## src/rtl/xbar_pkg.sv

```systemverilog
// Shared crossbar types: default port geometry, the W-order record and the
// beat-sequencer state encoding used by the write-data scheduler.
package xbar_pkg;

  localparam int XBAR_MASTERS       = 2;
  localparam int XBAR_LEN_WIDTH     = 4;
  localparam int XBAR_PENDING_DEPTH = 8;

  // Master-index width; a single master would still need one bit of select.
  function automatic int mw_of(input int masters);
    return (masters > 1) ? $clog2(masters) : 1;
  endfunction

  localparam int XBAR_MW = mw_of(XBAR_MASTERS);

  typedef struct packed {
    logic [XBAR_MW-1:0]        master;
    logic [XBAR_LEN_WIDTH-1:0] len;
  } w_order_t;

  typedef enum logic {
    BEAT_IDLE  = 1'b0,
    BEAT_BURST = 1'b1
  } beat_state_e;

endpackage

```

## src/rtl/xbar_order_fifo.sv

```systemverilog
// Circular buffer of W-order records with wrap-bit pointers; full and empty are
// decoded from registered pointers only, so a same-cycle pop never frees a slot.
module xbar_order_fifo #(
  parameter int WIDTH = 5,
  parameter int DEPTH = 8,
  localparam int AW   = $clog2(DEPTH)
) (
  input  logic             ACLK,
  input  logic             ARESETn,
  input  logic             push,
  input  logic [WIDTH-1:0] push_data,
  input  logic             pop,
  output logic [WIDTH-1:0] pop_data,
  output logic             full,
  output logic             empty,
  output logic [AW:0]      count
);

  logic [WIDTH-1:0] mem [DEPTH];
  logic [AW:0]      wr_ptr;
  logic [AW:0]      rd_ptr;
  logic             push_en;
  logic             pop_en;

  assign full     = (wr_ptr[AW] != rd_ptr[AW]) && (wr_ptr[AW-1:0] == rd_ptr[AW-1:0]);
  assign empty    = (wr_ptr == rd_ptr);
  assign push_en  = push & ~full;
  assign pop_en   = pop & ~empty;
  assign pop_data = mem[rd_ptr[AW-1:0]];

  always_ff @(posedge ACLK or negedge ARESETn) begin
    if (!ARESETn) begin
      wr_ptr <= '0;
      rd_ptr <= '0;
      count  <= '0;
    end else begin
      if (push_en) wr_ptr <= wr_ptr + (AW+1)'(1);
      if (pop_en)  rd_ptr <= rd_ptr + (AW+1)'(1);
      case ({push_en, pop_en})
        2'b10:   count <= count + (AW+1)'(1);
        2'b01:   count <= count - (AW+1)'(1);
        default: count <= count;
      endcase
    end
  end

  // Storage needs no reset: the head is only observed while the queue is non-empty.
  always_ff @(posedge ACLK) begin
    if (push_en) mem[wr_ptr[AW-1:0]] <= push_data;
  end

endmodule

```

## src/rtl/xbar_write_data_scheduler.sv

```systemverilog
// W-channel sequencer for one slave port: queues {master, len} per forwarded AW
// and routes W beats from those masters strictly in AW order.
module xbar_write_data_scheduler
  import xbar_pkg::*;
#(
  parameter int  masters       = XBAR_MASTERS,
  parameter int  LEN_WIDTH     = XBAR_LEN_WIDTH,
  parameter int  pending_depth = XBAR_PENDING_DEPTH,
  localparam int MW            = mw_of(masters),
  localparam int CW            = $clog2(pending_depth) + 1
) (
  input  logic                 ACLK,
  input  logic                 ARESETn,
  input  logic                 aw_fire,
  input  logic [MW-1:0]        aw_src_master,
  input  logic [LEN_WIDTH-1:0] aw_len,
  output logic                 aw_block,
  output logic                 w_route_valid,
  output logic [MW-1:0]        w_src_master,
  input  logic                 w_fire,
  input  logic                 w_last,
  output logic [LEN_WIDTH-1:0] beat_cnt,
  output logic [CW-1:0]        outstanding,
  output logic                 last_err
);

  typedef struct packed {
    logic [MW-1:0]        master;
    logic [LEN_WIDTH-1:0] len;
  } order_t;

  order_t               push_rec;
  order_t               head_rec;
  logic                 full;
  logic                 empty;
  logic                 push_ok;
  logic                 w_accept;
  logic                 is_final;
  logic                 pop;
  logic                 err_set;
  logic [LEN_WIDTH-1:0] beat_cnt_d;
  beat_state_e          state_q;
  beat_state_e          state_d;

  assign push_rec = '{master: aw_src_master, len: aw_len};
  assign push_ok  = aw_fire & ~full;

  xbar_order_fifo #(
    .WIDTH ($bits(order_t)),
    .DEPTH (pending_depth)
  ) u_order_fifo (
    .ACLK      (ACLK),
    .ARESETn   (ARESETn),
    .push      (aw_fire),
    .push_data (push_rec),
    .pop       (pop),
    .pop_data  (head_rec),
    .full      (full),
    .empty     (empty),
    .count     (outstanding)
  );

  always_ff @(posedge ACLK or negedge ARESETn) begin
    if (!ARESETn) begin
      state_q  <= BEAT_IDLE;
      beat_cnt <= '0;
      last_err <= 1'b0;
    end else begin
      state_q  <= state_d;
      beat_cnt <= beat_cnt_d;
      if (err_set) last_err <= 1'b1;
    end
  end

  // BURST is held exactly while records are queued; a simultaneous push keeps it alive.
  always_comb begin
    state_d = state_q;
    case (state_q)
      BEAT_IDLE:  if (push_ok) state_d = BEAT_BURST;
      BEAT_BURST: if (pop && (outstanding == CW'(1)) && !push_ok) state_d = BEAT_IDLE;
      default:    state_d = BEAT_IDLE;
    endcase
  end

  // Burst length decides the pop; WLAST is only audited against it.
  always_comb begin
    w_route_valid = ~empty;
    w_src_master  = empty ? '0 : head_rec.master;
    aw_block      = full;
    w_accept      = w_fire & ~empty;
    is_final      = (beat_cnt == head_rec.len);
    pop           = w_accept & is_final;
    err_set       = w_accept & (w_last != is_final);
    beat_cnt_d    = beat_cnt;
    if (w_accept) beat_cnt_d = is_final ? '0 : beat_cnt + LEN_WIDTH'(1);
  end

endmodule

```

## config.mk

```make
export PLATFORM = sky130hd
export DESIGN_NAME = xbar_write_data_scheduler
export DESIGN_NICKNAME = d
export VERILOG_FILES = /design/src/rtl/xbar_pkg.sv /design/src/rtl/xbar_order_fifo.sv /design/src/rtl/xbar_write_data_scheduler.sv
export SDC_FILE = /design/constraint.sdc
export NUM_CORES = 1
export LEC_CHECK = 0
export BUFFER_PORTS_ARGS = -buffer_cell sky130_fd_sc_hd__clkbuf_2
export CORE_MARGIN = 3
export CORE_UTILIZATION = 40
export CTS_BUF_LIST = sky130_fd_sc_hd__clkbuf_2
export CTS_CLUSTER_DIAMETER = 120
export DETAILED_ROUTE_END_ITERATION = 6
export PLACE_DENSITY_LB_ADDON = 0.1
export SLEW_MARGIN = 20
export SYNTH_ARGS = -nofsm -noshare
export SYNTH_HDL_FRONTEND = slang
export SYNTH_SLANG_ARGS = --single-unit
```

## constraint.sdc

```tcl
create_clock -name ACLK -period 2.6 [get_ports ACLK]
set_input_delay 0.26 -clock ACLK [delete_from_list [all_inputs] [get_ports ACLK]]
set_output_delay 0.26 -clock ACLK [all_outputs]
set_load 0.02 [all_outputs]
```

======== Word-level counts from Yosys, hierarchy flattened ========
Memory sizes are Yosys's and may differ from the RTL's.
Index checks and enable logic that the tools add are counted.
storage, ports and cells
  output and inout bits ................... 12
  logic and storage cells ................. 32
  input bits .............................. 10
  memories ................................ 1
  bits in writable memories ............... 40
  flip-flop bits (word level) ............. 17
memories
  memory            depth  bits a word  rd ports  clocked after memory_dff  wr ports  line                   RTL
  u_order_fifo.mem  8      5            1         0                         1         xbar_order_fifo.sv:19  logic [WIDTH-1:0] mem [DEPTH];
operators by class
  equality and inequality tests ........... 7
  multiplexer cells ....................... 5
  reduce and logical (&&, ||, !) cells .... 2
  $add $sub $neg .......................... 5
  bitwise operators ....................... 7
operators by type and width
  kind                                                                   count
  4-bit by 1-bit adder with 4-bit output, second input constant          4
  4-bit equality test                                                    2
  4-bit one-hot mux with 2 select lines                                  1
  1-bit bitwise AND                                                      5
  4-bit 2-to-1 mux                                                       1
  4-bit by 1-bit subtractor with 4-bit output, second input constant     1
  3-bit equality test                                                    1
  1-bit 2-to-1 mux                                                       3
  2-bit by 1-bit equality test with 1-bit output, second input constant  1
  2-bit equality test, second input constant                             1
  1-bit inequality test                                                  2
  1-bit NOT                                                              2
  2-bit nonzero test                                                     1
  1-bit logical AND                                                      1

======== Logic depth before layout (Yosys ltp) ========
  depth in word-level cells ............... 7
  mapped depth ............................ 14
  gate-level depth less buffers ........... 12

======== Modules after synthesis ========
From an unflattened synthesis, not the netlist that was laid out.
unflattened totals
  cells, all modules ...................... 178
  area, all modules ....................... 2,687.6 µm²
by module, submodules not included
  module                     instances  seq. area each (µm²)  cells each  area each (µm²)
  xbar_order_fifo            1          1,501.4               140         2,342.2
  xbar_write_data_scheduler  1          125.1                 38          345.3

======== Least setup slack after synthesis ========
No wires, ideal clock.
  path type ............................... register -> register
  start point ............................. register u_order_fifo.rd_ptr[0]
  end point ............................... register u_order_fifo.count[3]
  data required time ...................... 2,470 ps
  setup time .............................. 130 ps
  data arrival time ....................... 2,823 ps
  period minus slack after synthesis ...... 2,953 ps
  setup slack ............................. -353 ps
  buffers on the path ..................... 2
  cell stages (with the launch flop) ...... 14
  path through ............................ dfrtp_1 -> buf_6 -> buf_12 -> xnor2_1 -> nand4b_1 -> nand2_1 -> nor4_4 -> ha_1 -> ha_1 -> a21o_1 -> a21oi_1 -> xnor2_1 -> nor2_1 -> xor2_1
between the ends
  cells in the longest elaborated chain, start to end .. 7
  elaborated cells between the ends (all ways) .. 15
  those cells by class .................... eq/ne (5); mux (1); bitwise (6); reduce/logical (2); memory (1)
RTL lines
  what                                                                                   line                             RTL
  start, declared                                                                        xbar_order_fifo.sv:21            logic [AW:0] rd_ptr;
  start signal, assigned                                                                 xbar_order_fifo.sv:38            if (pop_en) rd_ptr <= rd_ptr + (AW+1)'(1);
  4-bit equality test (*)                                                                xbar_order_fifo.sv:26            assign empty = (wr_ptr == rd_ptr);
  1-bit NOT (*)                                                                          --
  named net w_route_valid                                                                xbar_write_data_scheduler.sv:18  output logic w_route_valid,
  1-bit bitwise AND                                                                      xbar_write_data_scheduler.sv:90  w_accept = w_fire & ~empty;
  1-bit bitwise AND                                                                      xbar_write_data_scheduler.sv:92  pop = w_accept & is_final;
  1-bit bitwise AND (*)                                                                  xbar_order_fifo.sv:28            assign pop_en = pop & ~empty;
  named net u_order_fifo.pop_en                                                          xbar_order_fifo.sv:23            logic pop_en;
  2-bit by 1-bit equality test with 1-bit output or 2-bit equality test (tied branches)  xbar_order_fifo.sv:39            case ({push_en, pop_en})
  4-bit one-hot mux with 2 select lines or 2-bit nonzero test (tied branches)            --
  end signal, assigned                                                                   xbar_order_fifo.sv:40            2'b10: count <= count + (AW+1)'(1);
  end signal, assigned                                                                   xbar_order_fifo.sv:41            2'b01: count <= count - (AW+1)'(1);
  end signal, assigned                                                                   xbar_order_fifo.sv:42            default: count <= count;
  end, declared                                                                          xbar_order_fifo.sv:16            output logic [AW:0] count
The timed path passes the listed nets; every way through them passes the cells marked *.
A chain may end at the register's enable or synchronous reset.

======== Worst setup path after layout ========
  start point ............................. register u_order_fifo.rd_ptr[0]
  end point ............................... register u_order_fifo.count[3]
between the ends
  cells in the longest elaborated chain, start to end .. 7
  elaborated cells between the ends (all ways) .. 15
  those cells by class .................... eq/ne (5); mux (1); bitwise (6); reduce/logical (2); memory (1)
RTL lines
  what                                                                                   line
  branches (longest 4 deep; another with memory 8 x 5 bit)                               --
  1-bit bitwise AND (*)                                                                  xbar_order_fifo.sv:28
  named net u_order_fifo.pop_en                                                          xbar_order_fifo.sv:23
  2-bit by 1-bit equality test with 1-bit output or 2-bit equality test (tied branches)  xbar_order_fifo.sv:39
  4-bit one-hot mux with 2 select lines or 2-bit nonzero test (tied branches)            --
Mark *: on every way through the listed nets, which the timed path passes.

==> metrics.yaml <==
logic_synthesis:
  synthTopCellsByArea: "edfxtp_1, dfrtp_1, mux2i_1"
  synth-seq-area-share: 0.6164
  synth_top_area_share: 0.4552
  yosys.cell_types.count: 44
  synth_edf_count: 40
  synth_fp_nets: 199
  netlist_area_um2: 2639
  yosysWarnings: 0
  synth_flop_cell: "edfxtp_1"
  synth-seq-cells: 57
  synth_area_per_cell_um2: 14.50
  synthCells: 182
  synthArstFlopShare: 0.2982
  yosysTopAreaCell: "edfxtp_1"
pwr:
  power_w: 0.003872
  pwr-share-comb: 0.515
  vdd_drop_max_mv: 0.5949
  clockPowerShare: 0.136
  pwr-share-seq: 0.349
  leakage_nw: 1.334
  p_switching_w: 0.001483
  p_per_area_nw_per_um2: 1191
  intPower_w: 0.002389
  switching_share: 0.3830
timing:
  layout_setup_ws_ps: -293.6
  setup_viol: 3
  clock_skew_ps: 21.25
  tns_ps: -742.9
  fmax_mhz: 345.6
  finalMaxSlewViolations: 0
  slew_headroom: 0.6951
  finalHoldViolations: 0
  period_needed_ps: 2894
  tightestPinTransition_ps: 457.3
  post-route-period-util: 1.113
  grt_setup_unrepaired: "yes"
global_routing:
  grt_first_pass_wirelength_um: 8749
  grt_start_max_net_pins: 18
  grt_remaining_overflow: 0
  grt_usage: 0.1556
  antenna_found_initial: 0
  grt_pass1_vias: 1715
worst_setup_path:
  timing.rr.start: "u_order_fifo.rd_ptr[0]"
  critPathKind: "reg2reg"
  cp_max_fo: 6
  reg2reg_depth: 13
  crit_path_max_incr_delay_ps: 420
  cp_cell_sequence: "buf_6 > mux2_2 > o22a_1 > nand3b_1 > nand4b_4 > nor4_4 > ha_2 > ha_4 > a21o_1 > a21oi_2 > xnor2_1 > nor2_1 > xor2_1"
  end_kind: "flop"
  crit_slowest_cell: "dfrtp_1"
  crit_start: "u_order_fifo.rd_ptr[0]"
  crit_path_start_kind: "flop"
  cp.arrival_ps: 3260
  cp_data_required_time_ps: 2960
finish:
  final_common_cell: "edfxtp_1"
  syn2layout_area_growth_pct: 23.23
  most-common-layout-cells: "edfxtp_1, buf_4, clkbuf_2"
  diodes: 0
  nFillCells: 545
  drive_gt1_frac: 0.3913
  final_util: 0.5274
  stdcell_area_um2: 3252
  num-nets-final: 265
clocking:
  cts-root-buf: "clkbuf_2"
  cts.reportedPaths.clkPinSlew_ps: 160
  cts_tree: "done"
  worstSkewPairLatency_ps: 430
  cts.sink_count: 57
  h-tree-depth: 3
  cts_buffer_depth: 2
  cts_buffers: 9
placed_design:
  place_hpwl_um: 3894
  placed_area_um2: 3067
  pre_cts_slack_ps: -315.1
  port_buffers: 21
  place_congestion: 0.8124
detailed_routing:
  avgViaCountPerCell: 5.037
  totalWireLength_um: 5270
  drcViolationCount: 0
  wire_per_inst_um: 16.07
  drt_iter0_markers: 80
  first_pass_iters: 4
  vias: 1652
  ant_nets: 0
floorplanning:
  fp.coreArea_um2: 6166
  start_util: 0.4280
  die_h_um: 87.22
  rows: 28
  die_area_um2: 7607
  dieWidth_um: 87.22
  io_pins: 22
run:
  cap_violations: 0
outcome:
  violations: "setup timing"
  status: "complete, but fails checks"
worst_hold_path:
  min_path_type: "in2reg"
  min-delay-start: "aw_len[1]"
  min_path_cells: 1
## Yosys cell counts, types with 2 or more instances
master,number
a21oi_1,2
a221oi_2,2
and2_1,2
clkbuf_1,2
dfrtp_1,17
edfxtp_1,40
ha_1,6
inv_1,6
mux2_2,8
mux2i_1,10
mux4_1,2
nand2_1,16
nand2b_1,5
nand4_1,2
nor2_1,10
nor3_1,5
nor4_1,2
o21ai_0,4
o22ai_1,3
xnor2_1,7
xor2_1,7
xor2_2,2
## registers in the layout, indices dropped and copies added, names as in the netlist
signal / flops
u_order_fifo.rd_ptr: 4
u_order_fifo.wr_ptr: 4
last_err: 1
beat_cnt: 4
u_order_fifo.mem: 40
u_order_fifo.count: 4
## power groups by stage
| stage | Combinational, W | Clock (W) | Sequential (W) |
|---|---|---|---|
| final | 0.00199 | 0.000525 | 0.00135 |
| after global routing | 0.00218 | 0.000581 | 0.00138 |
| after CTS | 0.00200 | 0.000543 | 0.00136 |
| after detailed placement | 0.00191 | 0 | 0.00137 |
| after global placement | 0.00188 | 0 | 0.00137 |
| after floorplan | 0.00118 | 0 | 0.00140 |
## worst max-delay path: cells and delay by family (launching register included)
family                   cells  cell delay [ps]
flip-flops                   1              420
AO/OA/AOI/OAI                3              520
AND/OR/NAND/NOR              4              710
adder cells (fa/ha/maj)      2              460
multiplexers                 1              330
buffers and inverters        1              140
XOR/XNOR                     2              250
## routing by layer
metal / track usage / part of all wire / vias up
met1: 0.2146 / 0.47 / 801
met4: 0.06834 / 0.021 / 0
met2: 0.2409 / 0.47 / 28
met5: 0 / 0 / -
li1: - / - / 812
met3: 0.02838 / 0.035 / 11
## per-stage QoR
stage / instances / hold slack (ps)
floorplan: 182 / -35.59
global placement: 309 / 225.0
detailed placement: 309 / 237.4
CTS: 328 / 63.55
global route: 328 / 85.65
finish: 328 / 93.61
## cell families after synthesis
group | synth area share
flops | 0.6164
buf+inv | 0.02513
fa+ha+maj | 0.03604
xor+xnor | 0.05880
mux | 0.09768
compound gates | 0.05975
simple gates | 0.1062
## worst paths after layout
kind | end | slack, ps
setup reg to reg | u_order_fifo.count[3] | -290
setup / recovery | u_order_fifo.count[3] | -290
max in group asynchronous | beat_cnt[3] | 1960
hold reg to reg | u_order_fifo.count[3] | 490
min in group asynchronous | u_order_fifo.rd_ptr[0] | 310
hold / removal | u_order_fifo.mem[0][1] | 90
## cell type report
class | instances | area (µm²) | share of cell area
clock buffer | 11 | 55.05 | 0.01693
clock inverter | 5 | 47.55 | 0.01462
inverter | 6 | 22.52 | 0.006926
multi-input combinational | 114 | 994.7 | 0.3059
sequential | 57 | 1627 | 0.5002
tap | 75 | 93.84 | 0.02886
timing repair buffer | 60 | 411.6 | 0.1266
## repair_timing
action | CTS | global route
setup endpoints to repair | 3 | 3
gates resized for setup | 9 | 2
pin swaps | 12 | 6
hold buffers | 1 | 0
hold endpoints to repair | 17 | 0
setup buffers | 2 | 0
(Power assumes the default switching activity.)
